## src/rtl/reg_file_pkg.sv

```systemverilog
// Shared types and defaults for the parametrised register file.
// Holds the clear-sequencer state encoding and default geometry.
package reg_file_pkg;

  localparam int DATA_W_DEF = 16;
  localparam int ADDR_W_DEF = 3;

  typedef enum logic {
    ST_IDLE  = 1'b0,
    ST_CLEAR = 1'b1
  } clr_state_e;

endpackage

```

## src/rtl/reg_file_p_clr_seq.sv

```systemverilog
// Clear sequencer: walks every address once, one word per cycle.
// busy is the registered CLEAR state; clr is ignored while busy.
module clr_seq
  import reg_file_pkg::*;
#(
  parameter int ADDR_W = ADDR_W_DEF
) (
  input  logic              clk,
  input  logic              reset,
  input  logic              clr,
  output logic              busy,
  output logic [ADDR_W-1:0] clr_adr,
  output logic              clr_we
);

  clr_state_e        state;
  clr_state_e        state_nxt;
  logic [ADDR_W-1:0] cnt;
  logic [ADDR_W-1:0] cnt_nxt;

  // state and counter registers
  always_ff @(posedge clk or negedge reset) begin
    if (!reset) begin
      state <= ST_IDLE;
      cnt   <= '0;
    end else begin
      state <= state_nxt;
      cnt   <= cnt_nxt;
    end
  end

  // next state: start on clr, leave after the last address
  always_comb begin
    state_nxt = state;
    cnt_nxt   = cnt;
    unique case (state)
      ST_IDLE: begin
        if (clr) begin
          state_nxt = ST_CLEAR;
          cnt_nxt   = '0;
        end
      end
      ST_CLEAR: begin
        cnt_nxt = cnt + 1'b1;
        if (cnt == '1) begin
          state_nxt = ST_IDLE;
        end
      end
      default: state_nxt = ST_IDLE;
    endcase
  end

  assign busy    = (state == ST_CLEAR);
  assign clr_we  = busy;
  assign clr_adr = cnt;

endmodule

```

## src/rtl/reg_file_p.sv

```systemverilog
// 1W/2R register file with bypass, valid bits and hardware clear.
// Define REG_FILE_P_R0_ZERO_EN to hardwire word 0 to zero/valid.
module reg_file_p
  import reg_file_pkg::*;
#(
  parameter int DATA_W = DATA_W_DEF,
  parameter int ADDR_W = ADDR_W_DEF,
  parameter bit BYPASS = 1'b1
) (
  input  logic              clk,
  input  logic              reset,
  input  logic              we,
  input  logic [ADDR_W-1:0] W_Adr,
  input  logic [DATA_W-1:0] W,
  input  logic [ADDR_W-1:0] R_Adr,
  input  logic [ADDR_W-1:0] S_Adr,
  output logic [DATA_W-1:0] R,
  output logic [DATA_W-1:0] S,
  output logic              R_vld,
  output logic              S_vld,
  input  logic              clr,
  output logic              busy,
  output logic              wr_drop
);

  localparam int DEPTH = 1 << ADDR_W;

`ifdef REG_FILE_P_R0_ZERO_EN
  localparam bit R0_ZERO = 1'b1;
`else
  localparam bit R0_ZERO = 1'b0;
`endif

  logic [DATA_W-1:0] mem [DEPTH];
  logic [DEPTH-1:0]  vld;
  logic [ADDR_W-1:0] clr_adr;
  logic              clr_we;
  logic              wr_ok;
  logic              r_r0;
  logic              s_r0;
  logic              r_byp;
  logic              s_byp;

  clr_seq #(
    .ADDR_W(ADDR_W)
  ) u_clr_seq (
    .clk    (clk),
    .reset  (reset),
    .clr    (clr),
    .busy   (busy),
    .clr_adr(clr_adr),
    .clr_we (clr_we)
  );

  assign wr_drop = we & busy;
  assign wr_ok   = we & ~busy
                 & ~(R0_ZERO & (W_Adr == '0));
  assign r_r0    = R0_ZERO & (R_Adr == '0);
  assign s_r0    = R0_ZERO & (S_Adr == '0);
  assign r_byp   = BYPASS & wr_ok
                 & (W_Adr == R_Adr);
  assign s_byp   = BYPASS & wr_ok
                 & (W_Adr == S_Adr);

  // array: clear sequencer has priority, writes only in idle
  always_ff @(posedge clk or negedge reset) begin
    if (!reset) begin
      for (int i = 0; i < DEPTH; i++) begin
        mem[i] <= '0;
      end
      vld <= '0;
    end else if (clr_we) begin
      mem[clr_adr] <= '0;
      vld[clr_adr] <= 1'b0;
    end else if (wr_ok) begin
      mem[W_Adr] <= W;
      vld[W_Adr] <= 1'b1;
    end
  end

  // read port R: hardwired zero, bypass, or stored word
  always_comb begin
    R     = mem[R_Adr];
    R_vld = vld[R_Adr];
    unique case (1'b1)
      r_r0: begin
        R     = '0;
        R_vld = 1'b1;
      end
      r_byp: begin
        R     = W;
        R_vld = 1'b1;
      end
      default: ;
    endcase
  end

  // read port S: same rules, independent of R
  always_comb begin
    S     = mem[S_Adr];
    S_vld = vld[S_Adr];
    unique case (1'b1)
      s_r0: begin
        S     = '0;
        S_vld = 1'b1;
      end
      s_byp: begin
        S     = W;
        S_vld = 1'b1;
      end
      default: ;
    endcase
  end

endmodule

```

## config.mk

```make
export PLATFORM = sky130hd
export DESIGN_NAME = reg_file_p
export DESIGN_NICKNAME = d
export VERILOG_FILES = /design/src/rtl/reg_file_pkg.sv /design/src/rtl/reg_file_p_clr_seq.sv /design/src/rtl/reg_file_p.sv
export SDC_FILE = /design/constraint.sdc
export NUM_CORES = 1
export LEC_CHECK = 0
export CAP_MARGIN = 20
export CORE_MARGIN = 2
export CORE_UTILIZATION = 38
export CTS_CLUSTER_DIAMETER = 120
export DETAILED_ROUTE_END_ITERATION = 7
export PLACE_DENSITY = 0.61
export SLEW_MARGIN = 10
export SYNTH_ARGS = -nofsm -noshare
export SYNTH_HDL_FRONTEND = slang
export SYNTH_SLANG_ARGS = --single-unit
```

## constraint.sdc

```tcl
create_clock -name clk -period 4.86 [get_ports clk]
set_input_delay 1.458 -clock clk [delete_from_list [all_inputs] [get_ports clk]]
set_output_delay 1.458 -clock clk [all_outputs]
set_load 0.05 [all_outputs]
```

==> flow_summary_export.csv, run 1 <==
group,metric,value,unit
layout,utilization,48.02,%
synthesis,yosys.cell_types.count,30,
critical_path,cp-end-kind,"output port",
power,peakVddDrop,0.3690,mV
synthesis,synth_top_family_by_area,"multiplexers",
die,num_rows,53,
critical_path,worstPathCellList,"clkdlybuf4s50_1, nor2b_1, nand4_1, buf_12, mux2i_1, buf_4, buf_12",
synthesis,synth_simple_gate_area_share,9.355,%
clocking,cts-root-buf,"clkbuf_16",
route,routed_wl,24.86,mm
placed_design,place_area,9589,sq um
layout,antennaDiodeCount,0,
timing,finalSetupViolCount,0,
route,routed_via_density,5.847,
timing,hold_viol,0,
critical_path,critical-path-slowest-cell,"clkdlybuf4s50_1",
layout,final_common_cell,"mux2i_1",
die,die_h,151.5,um
critical_path,worst-path-buf-inv,4,
timing,rsz0062_at_grt,"false",
global_route,grt_max_degree,98,
critical_path,crit_top_cell,"buf_12",
power,p_leak,5.153,nW
timing,hold_slack,507.6,ps
global_route,grt_overflow,0,
timing,finalCritPeriodShare,97.99,%
synthesis,synth_xor_area_share,0.6358,%
route,drtIter0Drc,508,
layout,register_area,3503,sq um
synthesis,synth_area_per_cell,12.47,sq um
critical_path,crit_type,"in -> out",
clocking,cts_tree,"done",
global_route,grt_pass1_wl,38.59,mm
clocking,cts_setup_buffers,0,
layout,drive_gt1_share,24.18,%
global_route,grt_pass1_vias,6413,
synthesis,synthAdderAreaFrac,0.3028,%
placed_design,post-place-cells,980,
die,die_w,151.5,um
synthesis,synth-seq-cells,140,
worst_hold_path,worstHoldPathType,"reg -> reg",
route,first_pass_iters,5,
clocking,post_cts_resized,0,
global_route,antenna_found_initial,0,
layout,nets,755,
synthesis,syn-cell-area,8265,sq um
layout,nFillCells,1836,
placed_design,dpl.hpwl,15.38,mm
clocking,clockBufferDepth,2,
critical_path,slowest_delay,610,ps
outcome,outcome,"completed",
synthesis,ys.warnings.count,0,
synthesis,synth_cells,663,
clocking,cts_htree_levels,4,
layout,final_cells,1011,
critical_path,rr_endpoint,"mem[113]",
power,power_density,563.5,nW/um^2
critical_path,rrSetupSlack,2590,ps
critical_path,worstPathRequired,3400,ps
critical_path,cp-endpoint,"S[5]",
die,io-pin-count,65,
clocking,cts_hold_buf,0,
clocking,clk_pin_slew,60,ps
global_route,grt_usage,23.15,%
critical_path,cp.arrival,3300,ps
layout,area_growth,22.89,%
timing,tightest_slew,1066,ps
route,dr_total_vias,5911,
layout,multi_input_area,4369,sq um
synthesis,yosysSeqAreaShare,42.39,%
route,wl_per_cell,24.59,um
timing,slew_violations,0,
die,core_area,21150,sq um
die,die_area,22950,sq um
layout,final_cell_mix,"mux2i_1 (195), nand2_1 (145), dfrtp_1 (140)",
timing,layout_min_cycle_time,4762,ps
placed_design,gp_congestion,0.7923,
timing,fmax,0.2100,GHz
clocking,worstSkewPairLatency,420,ps
power,power,5.723,mW
placed_design,io_buffers,64,
flow_run,max_cap_violations,0,
critical_path,path_delay_family,"buffers and inverters",
die,start_util,39.07,%
critical_path,rr_startpoint,"u_clr_seq.busy",
synthesis,synth_compound_area_share,0.3633,%
clocking,cts_buffers,17,
route,drc_errors,0,
critical_path,path_max_fanout,13,
critical_path,start_kind,"input port",
timing,slew-limit-headroom,28.94,%
synthesis,synth_nets,694,
synthesis,muxShareOfSynthArea,42.14,%
clocking,clock-sinks,140,
critical_path,crit_path_start,"we",
placed_design,dp_worst_setup_slack,121.6,ps
critical_path,worst-path-stages,7,
timing,clock_skew,5.979,ps
critical_path,rr_worst_depth,3,
timing,timing.setup.tns,0,ps
timing,fin_ws,97.82,ps
layout,stdcell_area,10160,sq um
route,drtAntennaViolNets,0,
flip-flops by register name, indices dropped and copies added (netlist names):
signal,cells
u_clr_seq.clr_adr,3
vld,8
mem,128
u_clr_seq.busy,1
worst min-delay path by stage:
stage	startpoint	end	slack, ps	depth (start not counted)
after floorplan	vld[3]	vld[3]	460	2
after global placement	vld[7]	vld[7]	470	1
after detailed placement	vld[5]	vld[5]	490	1
after CTS	vld[2]	vld[2]	500	2
after global routing	vld[5]	vld[5]	530	1
final	vld[4]	vld[4]	510	2
power by group:
part	internal (mW)	switching, mW	total, mW
Combinational	1.17	1.34	2.52
Sequential	1.59	0.355	1.95
Clock	0.764	0.498	1.26
logic make-up (layout without fill, tap and decap cells):
family	count (synthesis)	after routing
adders and majority gates	2	2
buffers and inverters	73	146
muxes	263	263
xor gates and xnor gates	6	6
AOI/OAI and AO/OA	5	5
DFF	140	140
and+or+nand+nor	174	174
worst reg2reg max path, stage by stage, from the launching register on:
cell     delay, ps
dfrtp_1        770
or4b_1        1000
nand2_1        260
mux2i_1        100
layout make-up:
type,instances,area share [%]
clock inverters,11,1.195
multi-input cells,450,43.02
repair buffers,99,12.92
well taps,275,3.388
inverters,16,0.5913
flip-flops and latches,140,34.49
clock buffers,20,4.398
routing by layer:
layer  track usage, %  share of wire, %
met4            6.589               2.0
met2            37.60                48
met5                0                 0
met3            4.551               6.3
met1            31.79                43
synth_stat cells:
master	number	area [sq um]
nor3_2	1	10.01
nand4bb_1	3	33.78
o21ai_0	2	10.01
nor2_1	2	7.510
nand2_1	145	544.3
mux2i_1	195	1952
a21oi_1	1	5.000
nand2b_1	3	18.77
nor2b_1	2	12.51
clkinv_1	16	60.06
nand3b_4	1	20.02
buf_6	3	33.78
and2_1	1	6.260
nand3_1	3	15.01
buf_4	20	150.1
nor3b_2	1	12.51
a21o_1	2	15.01
clkbuf_1	6	22.52
buf_1	7	26.28
nand4b_1	3	26.28
nor3b_1	1	7.510
nand2_2	2	12.51
mux4_2	68	1531
ha_1	2	25.02
nand4_1	4	25.02
or4b_1	1	10.01
xnor2_1	6	52.55
dfrtp_1	140	3503
buf_2	21	105.1
nor2_4	1	11.26
No activity file was read; power rests on OpenSTA's default activity.
==> run 2: changes to the inputs <==
--- a/config.mk
+++ b/config.mk
@@ -11,6 +11,7 @@
 export CTS_CLUSTER_DIAMETER = 120
 export DETAILED_ROUTE_END_ITERATION = 7
 export PLACE_DENSITY = 0.61
+export REMOVE_ABC_BUFFERS = 1
 export SLEW_MARGIN = 10
 export SYNTH_ARGS = -nofsm -noshare
 export SYNTH_HDL_FRONTEND = slang
==> constraint.sdc (replaced) <==
create_clock -name clk -period 4.4 [get_ports clk]
set_input_delay 1.32 -clock clk [delete_from_list [all_inputs] [get_ports clk]]
set_output_delay 1.32 -clock clk [all_outputs]
set_load 0.05 [all_outputs]
==> run 2 against run 1 <==
Effect of this change:
- non-clock buffer count grew 12
- clock power is essentially flat
- die area is the same
==> flow_summary_export.csv, run 2 (synthesis gave the netlist of run 1 again) <==
group,metric,value,unit
route,dr_total_vias,5782,
die,io-pin-count,65,
power,p_leak,5.179,nW
route,wl_per_cell,22.74,um
die,die_area,22950,sq um
critical_path,rr_worst_depth,3,
power,power,6.172,mW
worst_hold_path,hp-start,"vld[2]",
timing,hold_viol,0,
clocking,cts_htree_levels,4,
layout,utilization,48.09,%
global_route,grt_overflow,0,
clocking,clockBufferDepth,2,
flow_run,max_cap_violations,0,
timing,fmax,0.2330,GHz
die,core_area,21150,sq um
route,first_pass_iters,5,
timing,slew-limit-headroom,31.10,%
clocking,cts-root-buf,"clkbuf_16",
die,die_w,151.5,um
layout,regMostFlops,"mem",
power,power_density,606.7,nW/um^2
timing,finalSetupViolCount,0,
die,num_rows,53,
layout,largest_reg_flops,128,
layout,final_common_cell,"mux2i_1",
layout,nets,767,
critical_path,crit_type,"in -> out",
die,die_h,151.5,um
route,drtIter0Drc,465,
clocking,worstSkewPairLatency,420,ps
critical_path,worstPathRequired,3080,ps
critical_path,rr_startpoint,"u_clr_seq.busy",
timing,timing.setup.tns,0,ps
route,routed_via_density,5.658,
placed_design,gp_congestion,0.7507,
global_route,antenna_found_initial,0,
critical_path,rr_endpoint,"mem[113]",
placed_design,io_buffers,64,
global_route,grt_pass1_wl,36.18,mm
global_route,grt_usage,21.76,%
critical_path,start_kind,"input port",
critical_path,cp-end-kind,"output port",
global_route,grt_pass1_vias,6395,
die,start_util,39.07,%
layout,final_cell_mix,"mux2i_1 (192), nand2_1 (145), dfrtp_1 (140)",
layout,drive_gt1_share,25.03,%
outcome,outcome,"completed",
timing,finalCritPeriodShare,97.55,%
clocking,clk_pin_slew,50,ps
worst_hold_path,holdPathEnd,"vld[2]",
layout,final_cells,1022,
layout,antennaDiodeCount,0,
timing,clock_skew,7.273,ps
critical_path,path_max_fanout,9,
worst_hold_path,worstHoldPathCells,2,
timing,tightest_slew,1033,ps
clocking,cts_tree,"done",
critical_path,rrSetupSlack,2150,ps
route,routed_wl,23.24,mm
clocking,cts_setup_buffers,0,
global_route,grt_max_degree,64,
power,peakVddDrop,0.2813,mV
placed_design,place_area,9635,sq um
route,drtAntennaViolNets,0,
critical_path,cp.arrival,2970,ps
timing,slew_violations,0,
layout,stdcell_area,10170,sq um
placed_design,dpl.hpwl,14.35,mm
placed_design,post-place-cells,992,
worst_hold_path,worstHoldPathType,"reg -> reg",
clocking,clock-sinks,140,
clocking,cts_buffers,17,
layout,area_growth,23.08,%
route,drc_errors,0,
timing,layout_min_cycle_time,4292,ps
==> run 2: cell types whose count changed in the layout (fill, tap and decap cells not counted), moves of 2 or more <==
| cell | delta |
|---|---|
| buf_4 | +13 |
| clkbuf_1 | +6 |
| buf_12 | -3 |
| buf_6 | +3 |
| clkdlybuf4s50_1 | -3 |
| clkinv_4 | -3 |
| mux2i_1 | -3 |
| mux2i_2 | +3 |
| bufinv_16 | -2 |
| clkbuf_8 | +2 |
| clkinv_2 | -2 |
| clkinvlp_4 | -2 |
| dlymetal6s2s_1 | +2 |
==> run 2: layout make-up <==
class	count	area (sq um)
inverters	16	60.06
clock buffers	28	496.7
repair buffers	111	1379
flip-flops and latches	140	3503
well taps	275	344.1
fillers	1882	10980
multi-input cells	450	4380
clock inverters	2	10.01
==> run 2: worst max-delay path: stages <==
cell and delay [ps]:
clkdlybuf4s50_1 470, xnor2_1 150, buf_4 130, nand4_1 120, buf_4 250, mux2i_1 340, buf_12 180
==> run 2: worst max path at each step <==
stage	startpoint	end
floorplan	we	R[0]
global placement	S_Adr[2]	S[13]
detailed placement	S_Adr[2]	S[13]
CTS	S_Adr[2]	S[1]
global route	W_Adr[2]	S[12]
finish	W_Adr[2]	S[12]
==> run 2: power breakdown <==
part	internal (mW)	total (mW)	switching, mW
Sequential	1.76	2.15	0.390
Combinational	1.33	2.76	1.43
Clock	0.757	1.27	0.509
==> run 2: what timing repair did <==
action                     CTS  global route
gates resized for setup      2             7
setup endpoints to repair    2            17
hold buffers                 0             0
==> run 2: metrics by stage <==
step / hold slack (ps) / setup slack (ps)
floorplan: 458.3 / -191.9
global placement: 473.8 / 6.587
detailed placement: 482.1 / 5.226
CTS: 504.6 / 2.182
global route: 520.7 / -7.511
finish: 498.2 / 107.7
==> run 2: metal layers <==
metal,share of wire (%),GRT usage (%),wire [um]
met5,0,0,0
met2,51,37.15,11930
met1,40,27.05,9328
met3,5.4,4.401,1260
met4,3.1,9.019,720
==> run 3: changes to the inputs <==
--- a/config.mk
+++ b/config.mk
@@ -10,7 +10,8 @@
 export CORE_UTILIZATION = 38
 export CTS_CLUSTER_DIAMETER = 120
 export DETAILED_ROUTE_END_ITERATION = 7
-export PLACE_DENSITY = 0.61
+export GPL_TIMING_DRIVEN = 0
+export PLACE_DENSITY = 0.57
 export REMOVE_ABC_BUFFERS = 1
 export SLEW_MARGIN = 10
 export SYNTH_ARGS = -nofsm -noshare
==> run 3 against run 2 <==
Effect of this change:
- via count decreased by 0.85%
- first-iteration DRC count down 27%
- combinational power down 16%
- cell area shrank 4.3%
- sequential share of layout area grew 1.5 points
- count of clock-buffer cells in the layout shrank 5
- utilization is 2.1 points lower
- clock power up 9%
- power down 5.1%
- worst hold slack worse by 2.8 ps
- critical path type unchanged
- largest cell class unchanged
- largest power group unchanged
==> flow_summary_export.csv, run 3 (synthesis gave the netlist of run 1 again) <==
group,metric,value,unit
placed_design,gp_congestion,0.7357,
clocking,clock-sinks,140,
timing,clock_skew,10.47,ps
route,routed_wl,23.65,mm
route,drtAntennaViolNets,0,
timing,hold_viol,0,
outcome,outcome,"completed",
clocking,cts-root-buf,"clkbuf_16",
critical_path,worstPathCellList,"clkbuf_4, buf_12, mux4_2, mux2i_1, mux2i_1, clkdlybuf4s15_2",
critical_path,start_kind,"input port",
power,peakVddDrop,0.2302,mV
clocking,cts_buffers,17,
critical_path,path_delay_family,"buffers and inverters",
clocking,cts_htree_levels,4,
worst_hold_path,holdPathEnd,"vld[3]",
clocking,clk_pin_slew,50,ps
global_route,antenna_found_initial,0,
flow_run,max_cap_violations,0,
global_route,grt_pass1_vias,6174,
placed_design,io_buffers,64,
clocking,worstSkewPairLatency,420,ps
die,start_util,39.07,%
route,drtIter0Drc,338,
layout,final_common_cell,"mux2i_1",
layout,regMostFlops,"mem",
critical_path,rr_worst_depth,4,
route,dr_total_vias,5733,
critical_path,path_max_fanout,27,
critical_path,crit_type,"in -> out",
power,power_density,601.8,nW/um^2
clocking,cts_tree,"done",
placed_design,post-place-cells,963,
layout,final_cell_mix,"mux2i_1 (195), nand2_1 (145), dfrtp_1 (140)",
layout,antennaDiodeCount,0,
power,sw_frac_of_total,38.89,%
power,internal-power,3.581,mW
worst_hold_path,worstHoldPathType,"reg -> reg",
global_route,grt_usage,21.90,%
critical_path,rr_endpoint,"mem[33]",
global_route,grt_pass1_wl,36.54,mm
critical_path,slowest_delay,520,ps
timing,fin_ws,100.3,ps
clocking,cts_hold_buf,0,
placed_design,dpl.hpwl,14.77,mm
power,p_leak,5.005,nW
critical_path,cp-end-kind,"output port",
timing,finalCritPeriodShare,97.72,%
route,wl_per_cell,23.74,um
critical_path,crit_top_cell,"mux2i_1",
die,die_w,151.5,um
timing,rsz0062_at_grt,"false",
die,io-pin-count,65,
critical_path,worstPathRequired,3080,ps
timing,layout_min_cycle_time,4300,ps
route,drc_errors,0,
die,num_rows,53,
timing,slew-limit-headroom,32.45,%
route,first_pass_iters,5,
die,die_area,22950,sq um
timing,finalSetupViolCount,0,
layout,drive_gt1_share,23.16,%
layout,nets,740,
timing,fmax,0.2326,GHz
route,routed_via_density,5.756,
timing,timing.setup.tns,0,ps
layout,nFillCells,1910,
power,seqPwrFrac,36.6,%
placed_design,dp_worst_setup_slack,-1208,ps
critical_path,critical-path-slowest-cell,"mux4_2",
critical_path,rr_startpoint,"u_clr_seq.busy",
power,clock_power_share,23.7,%
layout,largest_reg_flops,128,
die,core_area,21150,sq um
timing,hold_slack,495.3,ps
critical_path,rrSetupSlack,2100,ps
die,die_h,151.5,um
worst_hold_path,worstHoldPathCells,2,
critical_path,worst-path-buf-inv,3,
layout,multi_input_area,4389,sq um
global_route,grt_overflow,0,
timing,tightest_slew,1013,ps
power,power_frac_comb,39.7,%
critical_path,cp.arrival,2980,ps
layout,final_cells,996,
layout,area_growth,17.80,%
clocking,clockBufferDepth,2,
layout,register_area,3503,sq um
worst_hold_path,hp-start,"vld[3]",
global_route,grt_max_degree,76,
timing,slew_violations,0,
power,power_switching,2.279,mW
==> run 3: how the worst max path moves through the flow <==
stage | cells after the start | startpoint | slack, ps | endpoint
2_1_floorplan | 3 | we | -190 | R[0]
3_3_place_gp | 5 | R_Adr[0] | -4250 | R[0]
3_5_place_dp | 7 | W_Adr[1] | -1210 | R[9]
4_1_cts | 5 | R_Adr[0] | 30 | R[12]
5_1_grt | 7 | W_Adr[2] | 20 | R[14]
6_report | 6 | R_Adr[1] | 100 | R[15]
==> run 3: metrics by stage <==
stage | util (%) | area, sq um | power (mW)
6_report | 46.03 | 9737 | 5.859
5_1_grt | 46.03 | 9737 | 6.175
4_1_cts | 46.00 | 9731 | 5.889
3_5_place_dp | 43.49 | 9200 | 4.561
3_3_place_gp | 42.13 | 8912 | 4.353
2_1_floorplan | - | 7928 | 3.649
==> run 3: repair_timing <==
action,CTS,global route
setup endpoints to repair,34,17
pin swaps,2,0
resized for setup,147,14
buffers inserted,2,0
endpoints found under the hold margin,0,0
==> run 3: layer usage <==
layer | global-route usage, % | part of all wire [%] | routed length, um
met3 | 3.832 | 5.7 | 1352
met1 | 29.13 | 42 | 10030
met5 | 0 | 0 | 0
met2 | 36.61 | 49 | 11700
met4 | 6.963 | 2.4 | 561
==> run 3: worst reg2reg max path: cells and delay by family, from the launching register on <==
| kind | cells | cell delay [ps] |
|---|---|---|
| buffers and inverters | 1 | 340 |
| flip-flops | 1 | 640 |
| multiplexers | 1 | 230 |
| AND/OR/NAND/NOR | 2 | 1020 |
==> run 3: cell type report <==
| type | count | area share, % |
|---|---|---|
| multi-input combinational | 450 | 45.08 |
| sequential | 140 | 35.98 |
| timing repair buffer | 84 | 9.034 |
| clock buffer | 23 | 4.806 |
| tap | 275 | 3.534 |
| clock inverter | 8 | 0.9509 |
| inverter | 16 | 0.6168 |
==> run 3: power by group through the flow <==
stage | Clock, mW | Combinational, mW | Sequential [mW]
4_1_cts | 1.41 | 2.34 | 2.14
6_report | 1.39 | 2.33 | 2.15
5_1_grt | 1.47 | 2.49 | 2.21
3_3_place_gp | 0 | 2.26 | 2.09
2_1_floorplan | 0 | 1.60 | 2.05
3_5_place_dp | 0 | 2.40 | 2.16
